$ cat src/rtl/par_to_ser.sv
// Parallel-to-serial converter: MSB-first shifter with a one-word holding buffer
// so that consecutive words stream out with no idle gap between them.
module par_to_ser #(
    parameter int   DATA_WIDTH = 4,
    parameter logic IDLE_LEVEL = 1'b0
) (
    input  logic                  fastClk,
    input  logic                  reset,
    input  logic [DATA_WIDTH-1:0] wordIn,
    input  logic                  wordValid,
    output logic                  wordReady,
    output logic                  dataOut,
    output logic                  busy,
    output logic                  wordDone
);

    localparam int CNT_W = $clog2(DATA_WIDTH);
    localparam logic [CNT_W-1:0] CNT_LAST = CNT_W'(DATA_WIDTH - 1);

    typedef enum logic {
        IDLE,
        SHIFT
    } state_t;

    state_t                state_q, state_d;
    logic [DATA_WIDTH-1:0] shift_q, shift_d;
    logic [DATA_WIDTH-1:0] buf_q, buf_d;
    logic                  buf_full_q, buf_full_d;
    logic [CNT_W-1:0]      cnt_q, cnt_d;
    logic                  accept;

    // Ready depends only on stored state and reset, never on wordValid.
    assign wordReady = ~buf_full_q & reset;
    assign accept    = wordValid & wordReady;

    assign busy     = (state_q == SHIFT);
    assign wordDone = (state_q == SHIFT) && (cnt_q == '0);
    assign dataOut  = (state_q == SHIFT) ? shift_q[DATA_WIDTH-1] : IDLE_LEVEL;

    always_comb begin
        // NOTE: every next-state signal gets a default first so no latch is inferred.
        state_d    = state_q;
        shift_d    = shift_q;
        buf_d      = buf_q;
        buf_full_d = buf_full_q;
        cnt_d      = cnt_q;

        case (state_q)
            IDLE: begin
                if (accept) begin
                    shift_d = wordIn;
                    cnt_d   = CNT_LAST;
                    state_d = SHIFT;
                end
            end
            SHIFT: begin
                if (cnt_q != '0) begin
                    shift_d = shift_q << 1;
                    cnt_d   = cnt_q - 1'b1;
                    if (accept) begin
                        buf_d      = wordIn;
                        buf_full_d = 1'b1;
                    end
                end else if (buf_full_q) begin
                    // Last bit out: refill from the buffer so the next word follows seamlessly.
                    shift_d    = buf_q;
                    buf_full_d = 1'b0;
                    cnt_d      = CNT_LAST;
                end else if (accept) begin
                    shift_d = wordIn;
                    cnt_d   = CNT_LAST;
                end else begin
                    state_d = IDLE;
                end
            end
            default: state_d = IDLE;
        endcase
    end

    // NOTE: sequential state uses non-blocking assignments only.
    always_ff @(posedge fastClk or negedge reset) begin
        if (!reset) begin
            state_q    <= IDLE;
            shift_q    <= '0;
            buf_q      <= '0;
            buf_full_q <= 1'b0;
            cnt_q      <= '0;
        end else begin
            state_q    <= state_d;
            shift_q    <= shift_d;
            buf_q      <= buf_d;
            buf_full_q <= buf_full_d;
            cnt_q      <= cnt_d;
        end
    end

endmodule

$ cat config.mk
export PLATFORM = sky130hd
export DESIGN_NAME = par_to_ser
export DESIGN_NICKNAME = d
export VERILOG_FILES = /design/src/rtl/par_to_ser.sv
export SDC_FILE = /design/constraint.sdc
export NUM_CORES = 1
export LEC_CHECK = 0
export BUFFER_PORTS_ARGS = -buffer_cell sky130_fd_sc_hd__buf_2
export CAP_MARGIN = 10
export CORE_AREA = 2 2 39 41
export CTS_CLUSTER_DIAMETER = 120
export CTS_CLUSTER_SIZE = 25
export DETAILED_ROUTE_END_ITERATION = 8
export DIE_AREA = 0 0 41 43
export PLACE_DENSITY = 0.69
export SLEW_MARGIN = 15
export SYNTH_ARGS = -nofsm -noshare
export SYNTH_HDL_FRONTEND = slang
export SYNTH_SLANG_ARGS = --single-unit
$ cat constraint.sdc
create_clock -name fastClk -period 1.41 [get_ports fastClk]
set_input_delay 0.282 -clock fastClk [delete_from_list [all_inputs] [get_ports fastClk]]
set_output_delay 0.282 -clock fastClk [all_outputs]
set_load 0.1 [all_outputs]
==> results of run 1 <==
[metrics by stage]
stage               TNS (ps)  hold slack [ps]  utilization (%)  power, W
floorplan               -494            -13.6                -   0.00153
global placement           0              281             56.4   0.00193
detailed placement         0              282             56.4   0.00196
CTS                     -175              241             62.7   0.00234
global route            -254              258             64.6   0.00250
finish                 -86.1              252             64.6   0.00237
[kinds of logic after synthesis]
| logic type | after synthesis |
|---|---|
| compound gates | 7 |
| xor+xnor | 1 |
| mux | 14 |
| flops | 12 |
| buf+inv | 2 |
| simple gates | 11 |
[worst max path at each step]
| stage | from | endpoint | cells past startpoint |
|---|---|---|---|
| floorplan | busy$_DFF_PN0_ | buf_q[0]$_DFFE_PN0P_ | 3 |
| global placement | cnt_q[1]$_DFF_PN0_ | wordDone | 3 |
| detailed placement | buf_full_q$_DFFE_PN0P_ | buf_q[1]$_DFFE_PN0P_ | 3 |
| CTS | busy$_DFF_PN0_ | dataOut | 3 |
| global route | busy$_DFF_PN0_ | dataOut | 3 |
| finish | busy$_DFF_PN0_ | dataOut | 3 |
[cell usage in the layout, fill, tap and decap left out, drive strengths merged]
master,synthesis,routed
inv,1,1
o21a,1,1
nand3b,1,1
a22oi,1,1
mux2i,10,10
and2b,1,1
and2,2,2
o21ai,2,2
nand4,1,1
xor2,1,1
clkbuf,1,4
nand2,3,3
buf,0,23
a21oi,1,1
mux2,4,4
nor2,2,2
dlygate4sd3,0,1
nor3b,1,1
o31ai,1,1
a31oi,1,1
dfrtp,12,12
[cell type report]
cell class,instances,area share [%]
Clock buffer,4,2.94
Inverter,1,0.420
Multi-Input combinational cell,33,34.8
Sequential cell,12,34.0
Tap cell,16,2.24
Timing Repair Buffer,24,25.6
[registers in the layout, summed over array words and instances, names as in the netlist]
name / flops
buf_q: 4
shift_q: 4
cnt_q: 2
buf_full_q: 1
busy: 1
[metal layers]
metal / track usage [%] / up-vias
li1: - / 223
met1: 21.2 / 222
met2: 26.9 / 12
met3: 3.14 / 4
met4: 14.0 / 0
met5: 0 / -
[worst register-to-register path: stages, from the launching register on]
cell and delay (ps):
dfrtp_1 400, nand3b_4 170, nor3b_4 270, buf_4 160, mux2_4 280
[timing repair]
action                                  4_1_cts  5_1_grt
setup buffers                                 5        2
cloned                                        0        0
endpoints found under the setup margin        3       11
pin swaps                                     2        2
hold endpoints to repair                     12        0
hold buffers                                  1        0
resized for setup                             3        6
[report_power, final]
part / switching [W] / internal, W / total, W / leakage, nW
Combinational: 0.000770 / 0.000734 / 0.00150 / 0.289
Sequential: 0.000118 / 0.000527 / 0.000645 / 0.145
Clock: 0.000111 / 0.000110 / 0.000221 / 0.0150
Total: 0.000998 / 0.00137 / 0.00237 / 0.450
==> results.toml, run 1 <==
[clock_network]
cts-root-buf = "clkbuf_4"
cts_max_path_buffers = 2
cts_max_level = 1
clk_pin_slew_ps = 70
cts_tree = "yes"
cts_made_buffers = 3
clock-sinks = 12
clk_latency_ps = 270

[critical_path]
crit_type = "register to primary output"
crit_chain = "buf_6, and2_4, buf_12"
critical_path.top_delay_family = "flip-flops"
critPathBufInv = 2
worstPathRequired_ps = 1130
cp.arrival_ps = 1200
crit_slowest_cell = "dfrtp_4"
rr_startpoint = "buf_full_q$_DFFE_PN0P_"
cp-end-kind = "primary output"
r2r_setup_slack_ps = 10
regToRegEndpoint = "buf_q[0]$_DFFE_PN0P_"
max_stage_delay_ps = 500
crit_path_start_kind = "register"
cp_max_fo = 4
reg2reg_depth = 4

[worst_hold_path]
hold_path_class = "input port to register"
min-delay-start = "wordIn[2]"
min_to = "buf_q[2]$_DFFE_PN0P_"
holdPathStages = 2

[die]
row_count = 14
ios = 11
die_area_mm2 = 0.00176
fp.coreArea_mm2 = 0.00138
die_w_um = 41
start_util_pct = 42.9
fp.dieH_um = 43

[synthesis]
synth_mux_area_share_pct = 24.5
synth_xor_area_share_pct = 1.48
ys_async_sr_fraction_pct = 100
yosysMostFrequentCell = "dfrtp_1"
synth_ff_type = "dfrtp_1"
synthSimpleGateAreaFrac_pct = 14.8
yosysWarningCount = 0
synthCells = 47
synthAdderAreaFrac_pct = 0
synth-seq-cells = 12
ys_seq_area_share_pct = 50.6
synth_compound_area_share_pct = 7.38
avgSynthCellArea_um2 = 12.6
synth_area_leaders = "dfrtp_1 (51%), mux2i_1 (17%), mux2_2 (7.6%)"
yosysTopAreaCell = "dfrtp_1"
syn-num-nets = 54
netlist_area_um2 = 593
synth-edff-count = 0
synthTopCellsByCount = "dfrtp_1 (12), mux2i_1 (10), mux2_2 (4), nand2_1 (3)"
synth.distinct_cells = 20
synth_top_family_by_area = "multiplexers"
synth_top_area_share_pct = 50.6

[pwr]
p_per_area_mw_per_mm2 = 2650
p_leak_nw = 0.450
ir_worst_vdd_uv = 1040

[global_route]
grt_usage_pct = 17.9
antenna_found_initial = 0
grt_pass1_wl_mm = 2.03
grt_max_degree = 14
overflow = 0
grt_pass1_vias = 495

[route]
dr.max_layer_used = "met4"
antenna_left = 0
wl_met3_um = 42
drc = 0
wl_met2_um = 649
first_iter_violations = 6
wl_met1_um = 512
num_vias = 461
totalWireLength_mm = 1.23
drt-wirelength-per-cell_um = 13.7
via_per_inst = 5.12
first_pass_iters = 4

[layout]
n_antenna_cell = 0
seqCellArea_um2 = 304
multi_input_area_um2 = 312
final_area_um2 = 895
drive_gt1_share_pct = 51.4
n_fill_cell = 120
fin_nets = 82
area_growth_pct = 50.8
final_cells = 90

[placed_design]
gp_congestion = 0.708
portBuffers = 10
dpl_cell_area_um2 = 781
dp_hpwl_um = 837
dp_slack_ps = 104
dp.cells = 79

[timing]
layout_setup_ws_ps = -69.2
post-route-period-util_pct = 105
post-route-min-period_ps = 1480
finalHoldViolCount = 0
worst_pin_slew_ps = 237
clock_skew_ps = 6.58
setup_viol = 2
rsz0062_at_grt = "true"
clock.fmax_ghz = 0.676
drv_slew = 0
timing.slew.headroom_pct = 84.2

[status]
violations = "setup timing"
status = "finished with violations"

[flow_run]
cap_violations = 0
Note: power is estimated with default switching activity, not from simulation.
==> inputs of run 2 (changes only) <==
--- a/config.mk
+++ b/config.mk
@@ -7,12 +7,10 @@
 export LEC_CHECK = 0
 export BUFFER_PORTS_ARGS = -buffer_cell sky130_fd_sc_hd__buf_2
 export CAP_MARGIN = 10
-export CORE_AREA = 2 2 39 41
+export CORE_UTILIZATION = 30
 export CTS_CLUSTER_DIAMETER = 120
 export CTS_CLUSTER_SIZE = 25
 export DETAILED_ROUTE_END_ITERATION = 8
-export DIE_AREA = 0 0 41 43
-export PLACE_DENSITY = 0.69
 export SLEW_MARGIN = 15
 export SYNTH_ARGS = -nofsm -noshare
 export SYNTH_HDL_FRONTEND = slang
==> results.toml, run 2 (same netlist as run 1, synthesis figures left out) <==
[timing]
timing.slew.headroom_pct = 82.9
post-route-period-util_pct = 103
whs_ps = 253
clock_skew_ps = 5.09
finalHoldViolCount = 0
post-route-min-period_ps = 1450
worst_pin_slew_ps = 255
finalSetupTns_ps = -88.0
drv_slew = 0
rsz0062_at_grt = "true"
setup_viol = 6
clock.fmax_ghz = 0.690
layout_setup_ws_ps = -38.4

[route]
first_iter_violations = 0
num_vias = 453
totalWireLength_mm = 1.30
drc = 0
drt-wirelength-per-cell_um = 13.4
via_per_inst = 4.67
antenna_left = 0
first_pass_iters = 1

[layout]
area_growth_pct = 51.3
n_antenna_cell = 0
layout_common_cells = "mux2i_1 (10), dfrtp_1 (9), buf_4 (9)"
fin_nets = 80
final_common_cell = "mux2i_1"
reg_top3 = "buf_q (4), shift_q (4), cnt_q (2)"
drive_gt1_share_pct = 55.6
final_util_pct = 50.3

[clock_network]
clk_pin_slew_ps = 80
cts_tree = "yes"
clk_latency_ps = 270
cts_made_buffers = 3
clock-sinks = 12
cts_max_path_buffers = 2
cts-root-buf = "clkbuf_4"
cts_max_level = 1

[placed_design]
gp_congestion = 0.704
portBuffers = 10
dp_slack_ps = 110
dp_hpwl_um = 811

[pwr]
p_leak_nw = 0.436
p_per_area_mw_per_mm2 = 2710
finalPower_w = 0.00243
ir_worst_vdd_uv = 1010

[die]
fp.dieH_um = 46.5
die_w_um = 46.5
start_util_pct = 33.3
fp.coreArea_mm2 = 0.00178
die_area_mm2 = 0.00216
ios = 11
row_count = 15

[global_route]
overflow = 0
grt_pass1_vias = 430
grt_usage_pct = 14.6
grt_max_degree = 14
antenna_found_initial = 0
grt_pass1_wl_mm = 2.10

[status]
status = "finished with violations"
violations = "setup timing"

[critical_path]
cp.arrival_ps = 1170
critical_path.top_delay_family = "flip-flops"
critPathBufInv = 2
crit_chain = "buf_6, and2b_2, buf_12"
crit_type = "register to primary output"
cp_max_fo = 2
cp-end-kind = "primary output"
crit_slowest_cell = "dfrtp_1"
worstPathRequired_ps = 1130
crit_path_start_kind = "register"
max_stage_delay_ps = 390

[worst_hold_path]
hold_path_class = "input port to register"

[flow_run]
cap_violations = 0
-- run 2: changes by cell type in the layout (fill, tap and decap cells not counted), moves of 2 or more --
cell,delta
dfrtp_2,+2
dfrtp_1,-2
mux2_2,+3
buf_6,-2
mux2_4,-3
-- run 2: per-layer routing --
metal	up-vias	global-route usage, %	routed length [um]	part of all wire (%)
li1	217	-	-	-
met1	223	19.8	623	48
met2	11	20.8	608	47
met3	2	3.53	56	4.3
met4	0	8.82	10	0.77
met5	-	0	0	0
-- run 2: power breakdown --
group          switching (W)  internal, W  leakage [nW]
Clock               0.000118     0.000157        0.0210
Combinational       0.000766     0.000720         0.271
Sequential          0.000135     0.000533         0.144
-- run 2: final timing paths --
kind | slack, ps | to | cells after the start | startpoint
setup / recovery | -40 | wordReady | 3 | buf_full_q$_DFFE_PN0P_
hold / removal | 250 | buf_q[3]$_DFFE_PN0P_ | 2 | wordIn[3]
setup reg to reg | -20 | buf_q[2]$_DFFE_PN0P_ | 4 | buf_full_q$_DFFE_PN0P_
hold reg to reg | 520 | buf_q[0]$_DFFE_PN0P_ | 1 | buf_q[0]$_DFFE_PN0P_
max in group asynchronous | 690 | cnt_q[1]$_DFF_PN0_ | 3 | reset
min in group asynchronous | 530 | buf_q[2]$_DFFE_PN0P_ | 3 | reset
-- run 2: cell type report --
class | count | area (um^2)
Inverter | 1 | 3.75
Timing Repair Buffer | 22 | 219
Tap cell | 25 | 31.3
Sequential cell | 12 | 307
Multi-Input combinational cell | 33 | 300
Clock buffer | 4 | 36.3
Fill cell | 172 | 886
-- run 2: worst reg2reg max path: cells and delay by family, from the launching register on --
kind	cells	cell delay, ps
buffers and inverters	1	130
flip-flops	1	390
multiplexers	1	380
AND/OR/NAND/NOR	2	420
-- run 2: timing repair --
action | CTS | global route
pin swaps | 1 | 0
hold endpoints to repair | 12 | 0
hold buffers | 1 | 0
setup endpoints to repair | 3 | 8
gates resized for setup | 5 | 1
buffers inserted | 6 | 1
-- run 2: stage by stage --
stage | std cells | cell area (um^2)
floorplan | 47 | 612
global placement | 85 | 769
detailed placement | 85 | 769
CTS | 96 | 890
global route | 97 | 897
finish | 97 | 897
==> inputs of run 3 (changes only) <==
--- a/config.mk
+++ b/config.mk
@@ -6,7 +6,6 @@
 export NUM_CORES = 1
 export LEC_CHECK = 0
 export BUFFER_PORTS_ARGS = -buffer_cell sky130_fd_sc_hd__buf_2
-export CAP_MARGIN = 10
 export CORE_UTILIZATION = 30
 export CTS_CLUSTER_DIAMETER = 120
 export CTS_CLUSTER_SIZE = 25
==> constraint.sdc (replaced) <==
create_clock -name fastClk -period 1.8 [get_ports fastClk]
set_input_delay 0.36 -clock fastClk [delete_from_list [all_inputs] [get_ports fastClk]]
set_output_delay 0.36 -clock fastClk [all_outputs]
set_load 0.1 [all_outputs]
==> results.toml, run 3 (same netlist as run 1, synthesis figures left out) <==
[critical_path]
endpoint = "dataOut"
regToRegEndpoint = "buf_q[0]$_DFFE_PN0P_"
worstPathRequired_ps = 1440
crit_path_start_kind = "register"
crit_slowest_cell = "dfrtp_2"
max_stage_delay_ps = 460
cp-end-kind = "primary output"
r2r_setup_slack_ps = 260
rr_startpoint = "buf_full_q$_DFFE_PN0P_"
crit_start = "busy$_DFF_PN0_"
reg2reg_depth = 3
critical_path.top_delay_family = "flip-flops"
cp_max_fo = 11
cp.depth = 2
critPathBufInv = 1
crit_chain = "and2_2, buf_2"
cp.arrival_ps = 1310
crit_type = "register to primary output"

[timing]
layout_setup_ws_ps = 128
drv_slew = 0
post-route-min-period_ps = 1670
setup_viol = 0
clock.fmax_ghz = 0.598
post-route-period-util_pct = 92.9
timing.slew.headroom_pct = 67.9
worst_pin_slew_ps = 484
whs_ps = 45.4
finalHoldViolCount = 0
clock_skew_ps = 12.5
rsz0062_at_grt = "false"

[layout]
reg_top3 = "buf_q (4), shift_q (4), cnt_q (2)"
final_util_pct = 43.9
layout_common_cells = "dfrtp_1 (11), mux2i_1 (10), buf_2 (8)"
drive_gt1_share_pct = 46.2
multi_input_area_um2 = 293
area_growth_pct = 32.1
final_common_cell = "dfrtp_1"
fin_nets = 73
n_fill_cell = 162
seqCellArea_um2 = 302
n_antenna_cell = 0

[route]
wl_met1_um = 525
drt-wirelength-per-cell_um = 11.8
wl_met3_um = 52
wl_met2_um = 482
dr.max_layer_used = "met3"
via_per_inst = 4.63
first_iter_violations = 5
drc = 0
antenna_left = 0
first_pass_iters = 4
num_vias = 417
totalWireLength_mm = 1.06

[clock_network]
clock-sinks = 12
cts_made_buffers = 3
cts_max_level = 1
clk_pin_slew_ps = 80
holdBufCountCts = 0
clk_latency_ps = 270
cts-root-buf = "clkbuf_4"
cts_tree = "yes"
cts_max_path_buffers = 2

[flow_run]
cap_violations = 0

[die]
die_w_um = 46.5
start_util_pct = 33.3
row_count = 15
fp.dieH_um = 46.5
ios = 11
fp.coreArea_mm2 = 0.00178
die_area_mm2 = 0.00216

[pwr]
ir_worst_vdd_uv = 1030
p_leak_nw = 0.389
p_per_area_mw_per_mm2 = 2080

[status]
status = "finished, final reports clean"

[global_route]
grt_usage_pct = 11.3
grt_max_degree = 15
overflow = 0
antenna_found_initial = 0
grt_pass1_wl_mm = 1.58
grt_pass1_vias = 359

[placed_design]
gp_congestion = 0.712
dp_slack_ps = 240
portBuffers = 10
dp_hpwl_um = 750

[worst_hold_path]
hold_path_class = "input port to async pin"
==> run 3: through the flow <==
stage          cell area, um^2  std cells  setup TNS, ps  total power (W)
2_1_floorplan              597         47          -84.1          0.00115
3_3_place_gp               712         82              0          0.00133
3_5_place_dp               712         82              0          0.00134
4_1_cts                    753         86              0          0.00157
5_1_grt                    783         90              0          0.00173
6_report                   783         90              0          0.00163
==> run 3: worst min-delay path by stage <==
stage               startpoint                endpoint  depth (start not counted)
global route             reset      cnt_q[0]$_DFF_PN0_                          2
CTS                      reset  buf_full_q$_DFFE_PN0P_                          2
global placement         reset  buf_full_q$_DFFE_PN0P_                          2
detailed placement       reset    shift_q[3]$_DFF_PN0_                          2
finish                   reset  buf_full_q$_DFFE_PN0P_                          2
floorplan                reset  buf_full_q$_DFFE_PN0P_                          0
==> run 3: timing repair <==
action,in CTS,in global routing
endpoints found under the setup margin,1,1
pin swaps,0,1
gates resized for setup,1,0
buffers inserted,0,4
==> run 3: worst reg2reg max path: cells and delay by family, from the launching register on <==
family,cells,cell delay (ps)
and+or+nand+nor,2,600
muxes,1,370
DFF,1,450
==> run 3: area by class of cell <==
| class | count | share of cell area, % |
|---|---|---|
| clock buffer | 4 | 4.63 |
| inverter | 1 | 0.479 |
| multi-input combinational | 33 | 37.4 |
| sequential | 12 | 38.5 |
| tap | 25 | 3.99 |
| timing repair buffer | 15 | 15.0 |
==> run 3: report_power, final <==
part / internal, W / total, W / switching [W]
sequential: 0.000407 / 0.000544 / 0.000137
clock: 0.000123 / 0.000214 / 0.0000907
combinational: 0.000369 / 0.000868 / 0.000499
==> run 3: layer usage <==
metal / vias up / global-route usage (%)
li1: 204 / -
met1: 199 / 13.1
met2: 14 / 16.9
met3: 0 / 7.06
met4: 0 / 3.53
met5: - / 0
